$ cat src/rtl/stage_sequencer_if.sv
// Control/status bundle between the stage sequencer and its core.
// The master drives the request inputs; the slave (the sequencer) drives strobes and counters.
interface stage_sequencer_if #(
    parameter int unsigned COUNT_W = 32
);
    logic               start;
    logic               mem_wait;
    logic               skip_me;
    logic               halt_req;
    logic               s_fe;
    logic               s_dc;
    logic               s_ex;
    logic               s_me;
    logic               s_wb;
    logic               busy;
    logic               halted;
    logic               fault;
    logic [COUNT_W-1:0] cycles;
    logic [COUNT_W-1:0] instret;

    modport master (
        output start, mem_wait, skip_me, halt_req,
        input  s_fe, s_dc, s_ex, s_me, s_wb, busy, halted, fault, cycles, instret
    );

    modport slave (
        input  start, mem_wait, skip_me, halt_req,
        output s_fe, s_dc, s_ex, s_me, s_wb, busy, halted, fault, cycles, instret
    );
endinterface

$ cat src/rtl/stage_sequencer.sv
// Multicycle FE/DC/EX/ME/WB sequencer with memory-wait stall timeout and cycle/instret counters.
// All outputs are registered, so no input reaches an output combinationally.
module stage_sequencer #(
    parameter int unsigned COUNT_W    = 32,
    parameter int unsigned WAIT_LIMIT = 255
) (
    input  logic             clk,
    input  logic             rst_n,
    stage_sequencer_if.slave bus
);
    typedef enum logic [2:0] {
        StIdle,
        StFe,
        StDc,
        StEx,
        StMe,
        StWb,
        StHalt
    } state_e;

    state_e             r_state;
    state_e             w_next;
    logic [15:0]        r_timer;
    logic [4:0]         r_strobe;
    logic               r_busy;
    logic               r_halted;
    logic               r_fault;
    logic [COUNT_W-1:0] r_cycles;
    logic [COUNT_W-1:0] r_instret;

    logic w_stall;
    logic w_timeout;
    logic w_restart;
    logic w_active;

    assign w_stall   = ((r_state == StFe) || (r_state == StMe)) && bus.mem_wait;
    assign w_timeout = w_stall && (r_timer == 16'(WAIT_LIMIT));
    assign w_restart = (r_state == StHalt) && bus.start;
    assign w_active  = (r_state == StFe) || (r_state == StDc) || (r_state == StEx) ||
                       (r_state == StMe) || (r_state == StWb);

    always_comb begin
        w_next = r_state;
        unique case (r_state)
            StIdle:  w_next = bus.start ? StFe : StIdle;
            StFe:    w_next = w_timeout ? StHalt : (bus.mem_wait ? StFe : StDc);
            StDc:    w_next = StEx;
            StEx:    w_next = bus.skip_me ? StWb : StMe;
            StMe:    w_next = w_timeout ? StHalt : (bus.mem_wait ? StMe : StWb);
            StWb:    w_next = bus.halt_req ? StHalt : StFe;
            StHalt:  w_next = bus.start ? StFe : StHalt;
            default: w_next = StIdle;
        endcase
    end

    // Strobes and flags are registered from the next state so they track r_state exactly.
    always_ff @(posedge clk or negedge rst_n) begin
        if (!rst_n) begin
            r_state   <= StIdle;
            r_timer   <= '0;
            r_strobe  <= '0;
            r_busy    <= 1'b0;
            r_halted  <= 1'b0;
            r_fault   <= 1'b0;
            r_cycles  <= '0;
            r_instret <= '0;
        end else begin
            r_state  <= w_next;
            r_strobe <= {w_next == StFe, w_next == StDc, w_next == StEx,
                         w_next == StMe, w_next == StWb};
            r_busy   <= (w_next == StFe) || (w_next == StDc) || (w_next == StEx) ||
                        (w_next == StMe) || (w_next == StWb);
            r_halted <= (w_next == StHalt);
            r_timer  <= (w_stall && !w_timeout) ? r_timer + 16'd1 : 16'd0;

            if (w_restart) begin
                r_fault <= 1'b0;
            end else if (w_timeout) begin
                r_fault <= 1'b1;
            end

            if (w_restart) begin
                r_cycles <= '0;
            end else if (w_active) begin
                r_cycles <= r_cycles + 1'b1;
            end

            if (w_restart) begin
                r_instret <= '0;
            end else if (r_state == StWb) begin
                r_instret <= r_instret + 1'b1;
            end
        end
    end

    assign bus.s_fe    = r_strobe[4];
    assign bus.s_dc    = r_strobe[3];
    assign bus.s_ex    = r_strobe[2];
    assign bus.s_me    = r_strobe[1];
    assign bus.s_wb    = r_strobe[0];
    assign bus.busy    = r_busy;
    assign bus.halted  = r_halted;
    assign bus.fault   = r_fault;
    assign bus.cycles  = r_cycles;
    assign bus.instret = r_instret;
endmodule

$ cat src/flat_wrapper.sv
// flat-port wrapper written by rule: the top's interface ports become plain ports
module stage_sequencer_flat 
#(
    parameter int unsigned COUNT_W    = 32,
    parameter int unsigned WAIT_LIMIT = 255
)
  (clk, rst_n, bus_start, bus_mem_wait, bus_skip_me, bus_halt_req, bus_s_fe, bus_s_dc, bus_s_ex, bus_s_me, bus_s_wb, bus_busy, bus_halted, bus_fault, bus_cycles, bus_instret);
  stage_sequencer_if #(.COUNT_W(COUNT_W)) bus_i ();
  input  logic clk;
  input  logic rst_n;
  input wire logic [$bits(bus_i.start)-1:0] bus_start;
  input wire logic [$bits(bus_i.mem_wait)-1:0] bus_mem_wait;
  input wire logic [$bits(bus_i.skip_me)-1:0] bus_skip_me;
  input wire logic [$bits(bus_i.halt_req)-1:0] bus_halt_req;
  output wire logic [$bits(bus_i.s_fe)-1:0] bus_s_fe;
  output wire logic [$bits(bus_i.s_dc)-1:0] bus_s_dc;
  output wire logic [$bits(bus_i.s_ex)-1:0] bus_s_ex;
  output wire logic [$bits(bus_i.s_me)-1:0] bus_s_me;
  output wire logic [$bits(bus_i.s_wb)-1:0] bus_s_wb;
  output wire logic [$bits(bus_i.busy)-1:0] bus_busy;
  output wire logic [$bits(bus_i.halted)-1:0] bus_halted;
  output wire logic [$bits(bus_i.fault)-1:0] bus_fault;
  output wire logic [$bits(bus_i.cycles)-1:0] bus_cycles;
  output wire logic [$bits(bus_i.instret)-1:0] bus_instret;
  assign bus_i.start = bus_start;
  assign bus_i.mem_wait = bus_mem_wait;
  assign bus_i.skip_me = bus_skip_me;
  assign bus_i.halt_req = bus_halt_req;
  assign bus_s_fe = bus_i.s_fe;
  assign bus_s_dc = bus_i.s_dc;
  assign bus_s_ex = bus_i.s_ex;
  assign bus_s_me = bus_i.s_me;
  assign bus_s_wb = bus_i.s_wb;
  assign bus_busy = bus_i.busy;
  assign bus_halted = bus_i.halted;
  assign bus_fault = bus_i.fault;
  assign bus_cycles = bus_i.cycles;
  assign bus_instret = bus_i.instret;
  stage_sequencer #(.COUNT_W(COUNT_W), .WAIT_LIMIT(WAIT_LIMIT)) u_core (.clk(clk), .rst_n(rst_n), .bus(bus_i));
endmodule
$ cat config.mk
export PLATFORM = sky130hd
export DESIGN_NAME = stage_sequencer_flat
export DESIGN_NICKNAME = d
export VERILOG_FILES = /design/src/rtl/stage_sequencer_if.sv /design/src/rtl/stage_sequencer.sv /design/src/flat_wrapper.sv
export SDC_FILE = /design/constraint.sdc
export NUM_CORES = 1
export LEC_CHECK = 0
export CELL_PAD_IN_SITES_DETAIL_PLACEMENT = 1
export CELL_PAD_IN_SITES_GLOBAL_PLACEMENT = 1
export CORE_UTILIZATION = 30
export CTS_BUF_LIST = sky130_fd_sc_hd__clkbuf_4
export DETAILED_ROUTE_END_ITERATION = 8
export PLACE_DENSITY = 0.7
export SLEW_MARGIN = 25
export SYNTH_ARGS = -nofsm -noshare
export SYNTH_HDL_FRONTEND = slang
export SYNTH_SLANG_ARGS = --single-unit
$ cat constraint.sdc
create_clock -name clk -period 2.39 [get_ports clk]
set_input_delay 0.478 -clock clk [delete_from_list [all_inputs] [get_ports clk]]
set_output_delay 0.478 -clock clk [all_outputs]
set_load 0.005 [all_outputs]
# --- Word level (Yosys, flattened, before mapping) ---
# Cells that the tools add are included.
totals:
  regBits: 91
  input_bits: 6
  out_inout_bits: 72
  wordCells: 58
classes:
  add_sub_neg: 3
  eq_ne: 13
  n_mux: 16
  reduce_logical: 18
op_table:
  columns: ["cell", "n"]
  rows:
  - ["$mux W32", 4]
  - ["$add A32 B1 Y32 const B", 2]
  - ["$pmux W3 S7", 1]
  - ["$eq A3 B3 Y1 const B", 6]
  - ["$add A16 B1 Y16 const B", 1]
  - ["$eq A16 B8 Y1 const B", 1]
  - ["$mux W16", 1]
  - ["$eq A3 B2 Y1 const B", 4]
  - ["$mux W3", 4]
  - ["$logic_or A1 B1 Y1", 9]
  - ["$eq A3 B1 Y1 const B", 2]
  - ["$reduce_bool A2 Y1", 3]
  - ["$mux W1", 5]
  - ["$logic_and A1 B1 Y1", 4]
  - ["$logic_not A3 Y1", 1]
  - ["$mux W2", 1]
  - ["$logic_not A1 Y1", 1]

# --- Depth between registers and ports, before layout ---
depth:
  depth_word: 11
  depth_mapped: 7
  ltp_nobuf: 6

# --- Worst setup path before layout ---
# No wires, ideal clock.
synth_path:
  path_kind: "reg-to-reg"
  startpoint: "register u_core.r_cycles[0], in the netlist u_core.bus.cycles[0]"
  endpoint: "register u_core.r_cycles[22], in the netlist u_core.bus.cycles[22]"
  setup_ps: 66
  t_arrival_ps: 1805
  required_time_ps: 2324
  slack_ps: 519
  stages_incl_launch_ff: 7
  n_path_buf: 0
  period_less_slack_ps: 1871
  cell_sequence: "dfrtp_1 -> ha_1 -> nand3_4 -> a211oi_4 -> nand3_4 -> or4_1 -> nand2_1"
synth_via:
  elab_chain_cells: 3
synth_lines:
  columns: ["item", "line_no", "source"]
  rows:
  - ["from (decl)", "stage_sequencer.sv:28", "logic [COUNT_W-1:0] r_cycles;"]
  - ["from (signal assigned)", "stage_sequencer.sv:85", "r_cycles <= r_cycles + 1'b1;"]
  - ["$add A32 B1 Y32", "stage_sequencer.sv:85", null]
  - ["$mux W32", "stage_sequencer.sv:84", "end else if (w_active) begin"]
  - ["$mux W32", "stage_sequencer.sv:82", "if (w_restart) begin"]
# No other way between the ends. The select of a mux whose other input is x is not followed.
# A chain may end at the register's enable or synchronous reset.

# --- Worst setup path in the final report ---
layout_path:
  startpoint: "register u_core.r_state[0]"
  endpoint: "register u_core.r_instret[18], in the netlist u_core.bus.instret[18]"
layout_via:
  elab_chain_cells: 3
  elab_cells_between_ends: 5
  cone_classes: "2 x eq/ne; 1 x mux; 2 x reduce/logical"
layout_lines:
  columns: ["item", "line_no", "source"]
  rows:
  - ["from (decl)", "stage_sequencer.sv:21", "state_e r_state;"]
  - ["from (signal assigned)", "stage_sequencer.sv:59", "r_state <= StIdle;"]
  - ["from (signal assigned)", "stage_sequencer.sv:68", "r_state <= w_next;"]
  - ["$eq A3 B3 Y1", "stage_sequencer.sv:38", "assign w_restart = (r_state == StHalt) && bus.start;"]
  - ["$logic_and A1 B1 Y1", "stage_sequencer.sv:38", null]
  - ["$mux W32 / $reduce_bool A2 Y1 (equally long branches)", null, null]
  - ["to (signal assigned)", "stage_sequencer.sv:91", "r_instret <= r_instret + 1'b1;"]
  - ["to (decl)", "stage_sequencer.sv:29", "logic [COUNT_W-1:0] r_instret;"]
# Several ways; a longest one is shown, not always the timed one.

==> impl_metrics.env <==
export IMPL_status="finished, final reports clean"
export IMPL_ir_drop_v=0.000581
export IMPL_drtPass1Iterations=4
export IMPL_clkPwrFrac_pct=13.6
export IMPL_start_kind="flop"
export IMPL_area_delta_synth_final_pct=25.0
export IMPL_cp_arrival_ns=2.48
export IMPL_grt_first_pass_wirelength_um=20900
export IMPL_comb_power_share_pct=40.8
export IMPL_rows=45
export IMPL_hold_path_class="primary input to async pin"
export IMPL_dieArea_um2=16500
export IMPL_netlist_instances=496
export IMPL_num_io_pins=78
export IMPL_routabilityCongestion=0.760
export IMPL_clock_latency_ns=0.47
export IMPL_drv_cap=0
export IMPL_multiInputGateArea_um2=2400
export IMPL_worstPathCellList="nand3b_4 -> nor4_4 -> nand2_1 -> o211ai_1 -> o31ai_1"
export IMPL_fmax_ghz=0.472
export IMPL_min_period_over_period_pct=88.7
export IMPL_drive_gt1_share_pct=9.18
export IMPL_final_seq_area_um2=2280
export IMPL_port_buffers=77
export IMPL_mostFrequentLayoutCell="dfrtp_1"
export IMPL_start_util_pct=31.1
export IMPL_h_tree_depth=3
export IMPL_fin_worst_skew_ns=0.0204
export IMPL_synth_fp_nets=505
export IMPL_ys_ff_latch=91
export IMPL_p_seq_share_pct=45.7
export IMPL_crit_path_max_incr_delay_ns=0.72
export IMPL_drcViolationCount=0
export IMPL_tightest_slew_ns=0.593
export IMPL_p_per_area_nw_per_um2=965
export IMPL_dr_first_iter_drc_count=166
export IMPL_p_leak_uw=0.00242
export IMPL_crit_buf_inv=0
export IMPL_sw_frac_of_total_pct=38.8
export IMPL_dp_cells=782
export IMPL_synthFlopType="dfrtp_1"
export IMPL_die_h_um=129
export IMPL_core_area_um2=15400
export IMPL_syn_avg_cell_area_um2=9.68
export IMPL_numCtsBuffers=9
export IMPL_clkTransAtPathRegs_ns=0.15
export IMPL_slew_headroom_pct=60.1
export IMPL_synthArstFlopShare_pct=100
export IMPL_path_depth=5
export IMPL_post_cts_buffers=0
export IMPL_rsz0062_at_grt="no"
export IMPL_die_w_um=129
export IMPL_via_per_inst=4.98
export IMPL_tns_ns=0
export IMPL_cp_data_required_time_ns=2.75
export IMPL_cts_buffer_depth=2
export IMPL_synth_cell_types=58
export IMPL_vias=3986
export IMPL_slowest_stage="dfrtp_1"
export IMPL_crit_fanout=14
export IMPL_grt_pass1_vias=4109
export IMPL_yosys_warnings=0
export IMPL_clkSinkCount=91
export IMPL_grt_usage_pct=16.1
export IMPL_slew_violations=0
export IMPL_grt_ovfl_total=0
export IMPL_wire_per_inst_um=15.7
export IMPL_cts_tree="yes"
export IMPL_switchingPower_uw=2250
export IMPL_finalNonFillerCells=800
export IMPL_cts_root_buf="clkbuf_4"
export IMPL_worstSetupPathType="flop to flop"
export IMPL_final_cell_mix="dfrtp_1 (91), nor2_1 (81), clkdlybuf4s50_1 (76)"
export IMPL_end_kind="flop"
export IMPL_n_fill_cell=1796
export IMPL_fin_crit_ns=2.12
export IMPL_wl_um=12600
export IMPL_ant_nets=0
export IMPL_synth_edf_count=0
export IMPL_yosysSeqAreaShare_pct=47.4
export IMPL_synth_area_um2=4800
export IMPL_antenna_found_initial=1
export IMPL_hold_viol_final=0
export IMPL_ff2ff_path_depth=5
export IMPL_internal_power_uw=3540
export IMPL_finalNetCount=592
export IMPL_dp_hpwl_um=9210
export IMPL_grt_max_degree=54
export IMPL_crit_family="simple AND/OR/NAND/NOR gates"
export IMPL_setup_viol=0
power by group through the flow:
| stage | Combinational [uW] | Clock [uW] | Sequential, uW |
|---|---|---|---|
| finish | 2360 | 785 | 2650 |
| floorplan | 1240 | 0 | 2520 |
| global placement | 2290 | 0 | 2660 |
| detailed placement | 2380 | 0 | 2680 |
| global route | 2620 | 880 | 2730 |
| CTS | 2390 | 812 | 2660 |
worst register-to-register path: stages, from the launching register on:
cell      delay, ns
dfrtp_1        0.72
nand3b_4       0.22
nor4_4         0.53
nand2_1        0.21
o211ai_1       0.24
o31ai_1        0.11
sequential cells by signal, indices dropped and copies added (netlist names):
name / flops
u_core.bus.busy: 1
u_core.r_timer: 16
u_core.r_state: 3
u_core.bus.fault: 1
u_core.bus.instret: 32
u_core.r_strobe: 5
u_core.bus.halted: 1
u_core.bus.cycles: 32
final cells by class:
cell class	instances	share of cell area, %
well taps	211	4.40
inverters	9	0.563
flip-flops and latches	91	37.9
repair buffers	94	15.2
diodes	1	0.0417
clock buffers	13	1.63
multi-input cells	378	40.0
clock inverters	3	0.250
layer usage:
| metal | wire, um | global-route usage [%] | vias up | part of all wire (%) |
|---|---|---|---|---|
| met4 | 223 | 6.71 | 0 | 1.8 |
| met5 | 0 | 0 | - | 0 |
| met3 | 480 | 2.62 | 15 | 3.8 |
| met2 | 5950 | 26.5 | 78 | 47 |
| li1 | - | - | 1915 | - |
| met1 | 5910 | 21.1 | 1978 | 47 |
cells in the mapped netlist, drive strengths merged (5+ instances only):
cell type,count,area share [%]
dfrtp,91,47
nor2,83,6.5
nor3,17,2.0
a21oi,15,1.6
inv,8,0.63
and3,6,0.78
and4,8,1.5
nand2b,5,0.81
nand2,32,2.5
nor4,11,2.2
nand3,39,4.7
buf,14,1.7
and2,10,1.4
xnor2,20,3.6
xor2,48,8.8
nand4,29,3.9
per-stage QoR:
| stage | power, uW | utilization (%) | hold WS (ns) | worst slack, ns | instance area (um2) |
|---|---|---|---|---|---|
| finish | 5790 | 38.9 | 0.512 | 0.269 | 6000 |
| detailed placement | 5060 | 38.1 | 0.494 | 0.180 | 5880 |
| floorplan | 3760 | - | 0.182 | 0.519 | 4800 |
| CTS | 5860 | 38.9 | 0.506 | 0.249 | 6000 |
| global route | 6230 | 38.9 | 0.519 | 0.134 | 6000 |
| global placement | 4950 | 38.1 | 0.482 | 0.212 | 5880 |
worst paths after layout:
kind | end | slack (ns) | from
worst max-delay path | u_core.bus.instret[18]$_DFFE_PN0P_ | 0.27 | u_core.r_state[0]$_DFF_PN0_
worst min-delay path | u_core.bus.cycles[16]$_DFFE_PN0P_ | 0.51 | rst_n
worst max register to register | u_core.bus.instret[18]$_DFFE_PN0P_ | 0.27 | u_core.r_state[0]$_DFF_PN0_
worst min register to register | u_core.r_timer[0]$_DFF_PN0_ | 0.52 | u_core.r_timer[0]$_DFF_PN0_
max in group asynchronous | u_core.bus.instret[27]$_DFFE_PN0P_ | 1.21 | rst_n
min in group clk | u_core.r_timer[0]$_DFF_PN0_ | 0.52 | u_core.r_timer[0]$_DFF_PN0_
logic make-up (layout without fill, tap and decap cells):
| family | Yosys count | in the layout | share of synthesized area [%] |
|---|---|---|---|
| AND/OR/NAND/NOR | 261 | 261 | 29.7 |
| flip-flops | 91 | 91 | 47.4 |
| XOR/XNOR | 68 | 68 | 12.4 |
| AO/OA/AOI/OAI | 43 | 43 | 6.36 |
| buffers and inverters | 27 | 119 | 2.76 |
| adder cells (fa/ha/maj) | 3 | 3 | 0.782 |
| multiplexers | 3 | 3 | 0.625 |
| other | 0 | 1 | 0 |
what timing repair did:
action,4_1_cts,5_1_grt
hold buffers,1,0
hold endpoints to repair,38,0
resized for setup,0,0
Note: power is estimated with default switching activity, not from simulation.
